## src/rtl/alu_sequencer.sv

```systemverilog
// Program-driven ALU initiator: issues one stored word at a time, waits ALU_LAT cycles,
// then writes alu_result back into a 4-entry register file.
module alu_sequencer #(
    parameter int N       = 4,
    parameter int M       = 4,
    parameter int DEPTH   = 8,
    parameter int ALU_LAT = 1,
    localparam int AW     = $clog2(DEPTH)
) (
    input  logic          clk,
    input  logic          rst,
    input  logic          prog_we,
    input  logic [AW-1:0] prog_addr,
    input  logic [M+5:0]  prog_wdata,
    input  logic          reg_we,
    input  logic [1:0]    reg_addr,
    input  logic [N-1:0]  reg_wdata,
    input  logic [1:0]    rd_addr,
    output logic [N-1:0]  rd_data,
    input  logic          start,
    input  logic [AW:0]   prog_len,
    output logic          busy,
    output logic          done,
    output logic [N-1:0]  alu_a,
    output logic [N-1:0]  alu_b,
    output logic [M-1:0]  alu_instr,
    input  logic [N-1:0]  alu_result
);
    typedef enum logic [1:0] {IDLE, ISSUE, WAIT, DONE} state_t;

    state_t       state_q, state_d;
    logic [AW:0]  pc_q, pc_d, len_q, len_d;
    logic [2:0]   cnt_q, cnt_d;
    logic [1:0]   dst_q, dst_d;
    logic [N-1:0] a_q, a_d, b_q, b_d;
    logic [M-1:0] instr_q, instr_d;
    logic [M+5:0] mem_q [DEPTH];
    logic [N-1:0] regs_q [4];
    logic [M+5:0] word;
    logic [AW:0]  pc_inc;
    logic         wb_en;

    assign rd_data   = regs_q[rd_addr];
    assign alu_a     = a_q;
    assign alu_b     = b_q;
    assign alu_instr = instr_q;
    assign word      = mem_q[pc_q[AW-1:0]];
    assign pc_inc    = pc_q + 1'b1;

    always_comb begin
        state_d = state_q;
        pc_d    = pc_q;
        len_d   = len_q;
        cnt_d   = cnt_q;
        dst_d   = dst_q;
        a_d     = a_q;
        b_d     = b_q;
        instr_d = instr_q;
        wb_en   = 1'b0;
        busy    = (state_q != IDLE);
        done    = (state_q == DONE);
        case (state_q)
            IDLE: begin
                if (start) begin
                    len_d   = prog_len;
                    pc_d    = '0;
                    state_d = (prog_len == '0) ? DONE : ISSUE;
                end
            end
            ISSUE: begin
                // Operands are captured here, so a word whose dst aliases a source reads the old value.
                a_d     = regs_q[word[3:2]];
                b_d     = regs_q[word[1:0]];
                instr_d = word[M+5:6];
                dst_d   = word[5:4];
                cnt_d   = '0;
                state_d = WAIT;
            end
            WAIT: begin
                if (cnt_q == 3'(ALU_LAT)) begin
                    wb_en   = 1'b1;
                    pc_d    = pc_inc;
                    state_d = (pc_inc == len_q) ? DONE : ISSUE;
                end else begin
                    cnt_d = cnt_q + 3'd1;
                end
            end
            DONE:    state_d = IDLE;
            default: state_d = IDLE;
        endcase
    end

    always_ff @(posedge clk or posedge rst) begin
        if (rst) begin
            state_q <= IDLE;
            pc_q    <= '0;
            len_q   <= '0;
            cnt_q   <= '0;
            dst_q   <= '0;
            a_q     <= '0;
            b_q     <= '0;
            instr_q <= '0;
        end else begin
            state_q <= state_d;
            pc_q    <= pc_d;
            len_q   <= len_d;
            cnt_q   <= cnt_d;
            dst_q   <= dst_d;
            a_q     <= a_d;
            b_q     <= b_d;
            instr_q <= instr_d;
        end
    end

    always_ff @(posedge clk or posedge rst) begin
        if (rst) begin
            for (int i = 0; i < DEPTH; i++) mem_q[i] <= '0;
        end else if (prog_we && !busy) begin
            mem_q[prog_addr] <= prog_wdata;
        end
    end

    // Writeback owns the register write port while busy; host writes only land in IDLE.
    always_ff @(posedge clk or posedge rst) begin
        if (rst) begin
            for (int i = 0; i < 4; i++) regs_q[i] <= '0;
        end else if (wb_en) begin
            regs_q[dst_q] <= alu_result;
        end else if (reg_we && !busy) begin
            regs_q[reg_addr] <= reg_wdata;
        end
    end
endmodule

```

## config.mk

```make
export PLATFORM = sky130hd
export DESIGN_NAME = alu_sequencer
export DESIGN_NICKNAME = d
export VERILOG_FILES = /design/src/rtl/alu_sequencer.sv
export SDC_FILE = /design/constraint.sdc
export NUM_CORES = 1
export LEC_CHECK = 0
export CAP_MARGIN = 20
export CELL_PAD_IN_SITES_DETAIL_PLACEMENT = 1
export CELL_PAD_IN_SITES_GLOBAL_PLACEMENT = 1
export CORE_AREA = 2 2 121 123
export DETAILED_ROUTE_END_ITERATION = 8
export DIE_AREA = 0 0 123 125
export GPL_TIMING_DRIVEN = 0
export PLACE_DENSITY = 0.77
export SYNTH_ARGS = -nofsm -noshare
export SYNTH_HDL_FRONTEND = slang
export SYNTH_SLANG_ARGS = --single-unit
```

## constraint.sdc

```tcl
create_clock -name clk -period 3.7 [get_ports clk]
set_input_delay 0.555 -clock clk [delete_from_list [all_inputs] [get_ports clk]]
set_output_delay 0.555 -clock clk [all_outputs]
set_load 0.02 [all_outputs]
```

## Word-level counts from Yosys, hierarchy flattened

Index checks and enable logic that the tools add are counted.

| cells by class | value |
|---|---|
| add/subtract/negate cells | 2 |
| magnitude comparators | 10 |
| eq/ne operators | 8 |
| multiplexer cells | 35 |
| bitwise logic cells | 7 |
| reduce and logical (&&, ||, !) cells | 16 |

Operator list:

| operator | number |
|---|---|
| bitwise mux 80 bit | 1 |
| 2-to-1 mux 4 bit | 10 |
| bitwise mux 16 bit | 2 |
| 2-to-1 mux 16 bit | 2 |
| binary-select mux 10 bit (select 3 bit) | 1 |
| demux 10 bit (select 3 bit) | 1 |
| 2-to-1 mux 10 bit | 3 |
| binary-select mux 4 bit (select 2 bit) | 3 |
| demux 4 bit (select 2 bit) | 2 |
| >= comparator 3 bit, second input constant | 5 |
| inverter 2 -> 3 bit | 5 |
| >= comparator 4 bit, second input constant | 2 |
| 2-to-1 mux 2 bit | 4 |
| inverter 3 -> 4 bit | 2 |
| case mux 2 bit (4 select lines) | 1 |
| case mux 4 bit (2 select lines) | 1 |
| nonzero test 2 bit | 4 |
| less-than comparator 3 x 1 -> 1 bit, second input constant | 2 |
| inequality test 2 bit, second input constant | 3 |
| case mux 3 bit (2 select lines) | 1 |
| AND reduction 2 bit | 3 |
| logical AND 1 bit | 5 |
| adder 4 x 1 -> 4 bit, second input constant | 1 |
| == test 2 bit, second input constant | 2 |
| other kinds (11) | 12 |

| storage, ports and cells | value |
|---|---|
| register bits after elaboration | 123 |
| input port bits | 34 |
| output and inout port bits | 18 |
| word-level logic and storage cells | 98 |

## Depth between registers and ports, before layout

| depth | value |
|---|---|
| word-level depth | 8 |
| mapped depth | 7 |
| gate-level depth less buffers | 6 |

## Worst setup path after synthesis

No wires, ideal clock.

| path | value |
|---|---|
| kind | register to register |
| start point | register pc_q[0] |
| end point | register a_q[1], in the netlist alu_a[1] |
| setup time | 0.090 ns |
| arrival | 1.715 ns |
| required time | 3.610 ns |
| path slack | 1.895 ns |
| stages on the path, launching flop included | 6 |
| path buffers | 1 |
| clock period less this slack | 1.805 ns |
| cells stage by stage | dfrtp_1 > buf_6 > mux4_1 > mux2_2 > or2_4 > o221ai_1 |

| on the way | value |
|---|---|
| longest elaborated chain between the ends | 8 |

RTL lines:

| element | line | source |
|---|---|---|
| start, declared | 32 | `logic [AW:0] pc_q, pc_d, len_q, len_d;` |
| start signal, assigned | 105 | `pc_q <= pc_d;` |
| inverter 3 -> 4 bit (implied by the code) | 47 | `assign word = mem_q[pc_q[AW-1:0]];` |
| binary-select mux 10 bit (select 3 bit) | 47 |  |
| 2-to-1 mux 10 bit (implied by the code) (2 in a row) | 47 |  |
| inverter 2 -> 3 bit (implied by the code) | 72 | `a_d = regs_q[word[3:2]];` |
| binary-select mux 4 bit (select 2 bit) | 72 |  |
| 2-to-1 mux 4 bit (implied by the code) (2 in a row) | 72 |  |
| end signal, assigned | 100 | `a_q <= '0;` |
| end signal, assigned | 109 | `a_q <= a_d;` |
| end, declared | 35 | `logic [N-1:0] a_q, a_d, b_q, b_d;` |

Every way passes these cells. The select of a mux whose other input is x is not followed.
A chain may end at the register's enable or synchronous reset.

## Worst setup path in the final report

| path | value |
|---|---|
| start point | input rd_addr[0] |
| end point | output rd_data[1] |

| on the way | value |
|---|---|
| longest elaborated chain between the ends | 4 |

RTL lines:

| element | line | source |
|---|---|---|
| start, declared | 18 | `input logic [1:0] rd_addr,` |
| inverter 2 -> 3 bit (implied by the code) | 43 | `assign rd_data = regs_q[rd_addr];` |
| binary-select mux 4 bit (select 2 bit) | 43 |  |
| 2-to-1 mux 4 bit (implied by the code) (2 in a row) | 43 |  |
| end, declared | 19 | `output logic [N-1:0] rd_data,` |

Every way passes these cells. The select of a mux whose other input is x is not followed.

==> results.md <==
* Grt total ovfl at 0
* Comb pwr share at 0.381
* Hold Buf Count CTS at 0
* Largest net degree at the start of global routing at 42
* Pre-antenna DRT Iters at 4
* First-pass GRT wire length at 24.42 mm
* Clock tree buffer depth at 2
* Clock share of power at 0.250
* Later-pin clock latency in the skew report at 0.41 ns
* Cts bufs inserted at 17
* ANT cells at 0
* Post-Synth XOR/XNOR Area at 0.01130
* Routed len/inst at 21.28 µm
* Critical path arrival at 2.30 ns
* Postcts setup bufs at 0
* Fin area at 7352 µm²
* Core Region at 14,200 µm²
* Skew final at 0.006421 ns
* Main flop type after synthesis: dfrtp_1
* CP Max Fanout at 4
* Fin. Hold Viols at 0
* Fraction of registers with async set/reset at 1.000
* Hold WC Path Type: flip-flop to flip-flop
* DRT Wirelength at 14.87 mm
* 1st-iter DRT viols at 293
* TritonCTS clock tree: yes
* Synth Area in Compound Gates at 0.05693
* Sw frac at 0.3240
* Setup TNS at 0 ns
* Min Tclk post-route at 2.854 ns
* GPL Wtd Cong at 0.8013
* Final Net Count at 541
* Internal Power at 4337 µW
* Post-Synth Adder-Cell Area at 0.006279
* Mux share of post-synthesis cell area at 0.3246
* CTS Root Cell: clkbuf_16
* All-Layer GR Usage at 0.2110
* Drt drc at 0
* Vias per Instance at 5.651
* RSZ-0062 raised after global routing: false
* Power per Cell Area at 872.7 nW/µm²
* Synth unique cells at 46
* Status: finished, final reports clean
* Period utilization at 0.7712
* Initial core utilization at 0.4209
* Number of fill cells at 1,401
* Worst slew pin tran at 0.7459 ns
* # port buffers at 51
* Die ar. at 15,380 µm²
* Synthesized area per cell at 13.87 µm²
* FF+latch count, synth at 123
* Synth-to-layout area growth at 22.98%
* IO Count at 52
* Row count at 44
* Clock Sinks at 123
* Max Cap Viol at 0
* Hpwl dp at 9.921 mm
* Syn Std Cell Area at 5978 µm²
* Worst hold slack at 0.4914 ns
* Critical path capture point type: output port
* Post-synthesis cell count at 431
* Dpl cell area at 6783 µm²
* # setup viols final at 0
* Slew margin rel. at 0.5027
* Post-synth EDFFs at 0
* PostCTS Resize Cnt at 0
* H-tree lvl count at 4
* Yosys warnings at 0
* NetSw at 2079 µW
* Leakage at 0.003136 µW
* Vias in the first global route at 4,414
* Vias after detailed routing at 3,950
* Largest family of logic cells by synthesized area: multiplexers
* Routed Antenna Nets at 0
* Share of layout cells above drive strength 1 at 0.3165
* Part of the power in registers at 0.369
* Die Height at 125 µm
* Post-synth net total at 468
* Max Clock Freq at 350.4 MHz
* Startpoint types: input port
* CP Class: input port to output port
* Worst EP required at 3.14 ns
* Final Slew Violations at 0
* Register area share after synthesis at 0.5149
* Clock slew at reported path FFs at 0.05 ns
* Initial antenna violation count at 0
* Die extent in x at 123 µm
* Post-Synth Simple-Gate Area at 0.06362
* Max VDD drop at 0.4250 mV
worst max-delay path, stage by stage:
cell	delay [ns]
clkdlybuf4s50_1	0.62
mux4_2	0.56
clkdlybuf4s50_1	0.55
metrics by stage:
stage                     cells    util  power, µW  worst slack [ns]
final                       699  0.5176       6416            0.8464
after global routing        699  0.5176       6815            0.7871
after CTS                   699  0.5176       6478            0.8312
after detailed placement    669  0.4775       4813            0.8355
after global placement      666  0.4733       4664            0.5384
after floorplan             431       -       4070             1.634
path summary, 6_finish.rpt:
path                            startpoint         end  slack (ns)  cells after the start
max in group asynchronous              rst   mem_q[34]        2.11                      5
worst max register to register  state_q[1]   mem_q[62]        1.42                      6
worst min register to register    alu_a[2]    alu_a[2]        0.49                      2
worst max-delay path            rd_addr[0]  rd_data[1]        0.85                      3
min in group asynchronous              rst  state_q[1]        0.55                      2
worst min-delay path              alu_a[2]    alu_a[2]        0.49                      2
power groups by stage:
stage | clock (µW) | sequential [µW] | combinational, µW
floorplan | 0 | 2300 | 1770
global placement | 0 | 2320 | 2350
detailed placement | 0 | 2380 | 2440
CTS | 1640 | 2370 | 2470
global route | 1710 | 2460 | 2650
finish | 1610 | 2360 | 2450
state kept, by name, summed over array words and instances, names as in the netlist, 3 cells and up:
| name | cells |
|---|---|
| alu_a | 4 |
| alu_b | 4 |
| alu_instr | 4 |
| cnt_q | 3 |
| len_q | 4 |
| mem_q | 80 |
| pc_q | 4 |
| regs_q | 16 |
placed cells by master, fill, tap and decap left out, drive strengths merged, types with 6 or more instances in the layout:
cell type / netlist / routed
o21ai: 6 / 6
mux2i: 30 / 30
nand2: 33 / 33
clkbuf: 6 / 29
o221ai: 8 / 8
mux4: 22 / 22
o22ai: 15 / 15
clkdlybuf4s50: 0 / 51
mux2: 100 / 100
nor2: 14 / 14
a21oi: 10 / 10
buf: 11 / 14
dfrtp: 123 / 123
Yosys cell counts, drive strengths merged, types with 3 or more instances:
master,instances,area share
a21oi,10,0.0084
and3,3,0.0031
buf,11,0.015
clkbuf,6,0.0040
dfrtp,123,0.51
ha,3,0.0063
inv,5,0.0031
mux2,100,0.19
mux2i,30,0.050
mux4,22,0.086
nand2,33,0.021
nand2b,4,0.0042
nor2,14,0.0088
nor2b,4,0.0042
nor4b,4,0.0069
o21ai,6,0.0050
o221ai,8,0.012
o22ai,15,0.016
o2bb2ai,3,0.0044
or2,4,0.0050
xor2,3,0.0044
routing by layer:
metal	global-route usage	routed length [µm]	part of all wire	up-vias
met3	0.05155	472	0.032	13
met2	0.3663	7823	0.53	66
met4	0.05281	127	0.0085	0
li1	-	-	-	1774
met1	0.2630	6449	0.43	2097
met5	0	0	0	-
kinds of logic (layout without fill, tap and decap cells):
family,Yosys count,after routing
AND/OR/NAND/NOR,75,75
multiplexers,152,152
adder cells (fa/ha/maj),3,3
buffers and inverters,22,106
flip-flops,123,123
AO/OA/AOI/OAI,50,50
XOR/XNOR,6,6
area by class of cell:
| cell class | count | area (µm²) | area share |
|---|---|---|---|
| clock inverters | 7 | 91.34 | 0.01242 |
| well taps | 184 | 230.2 | 0.03131 |
| clock buffers | 23 | 478.0 | 0.06501 |
| multi-input cells | 286 | 2766 | 0.3763 |
| repair buffers | 54 | 570.5 | 0.07760 |
| plain buffers | 17 | 115.1 | 0.01566 |
| inverters | 5 | 22.52 | 0.003063 |
| flip-flops and latches | 123 | 3078 | 0.4187 |
(Power assumes the default switching activity.)
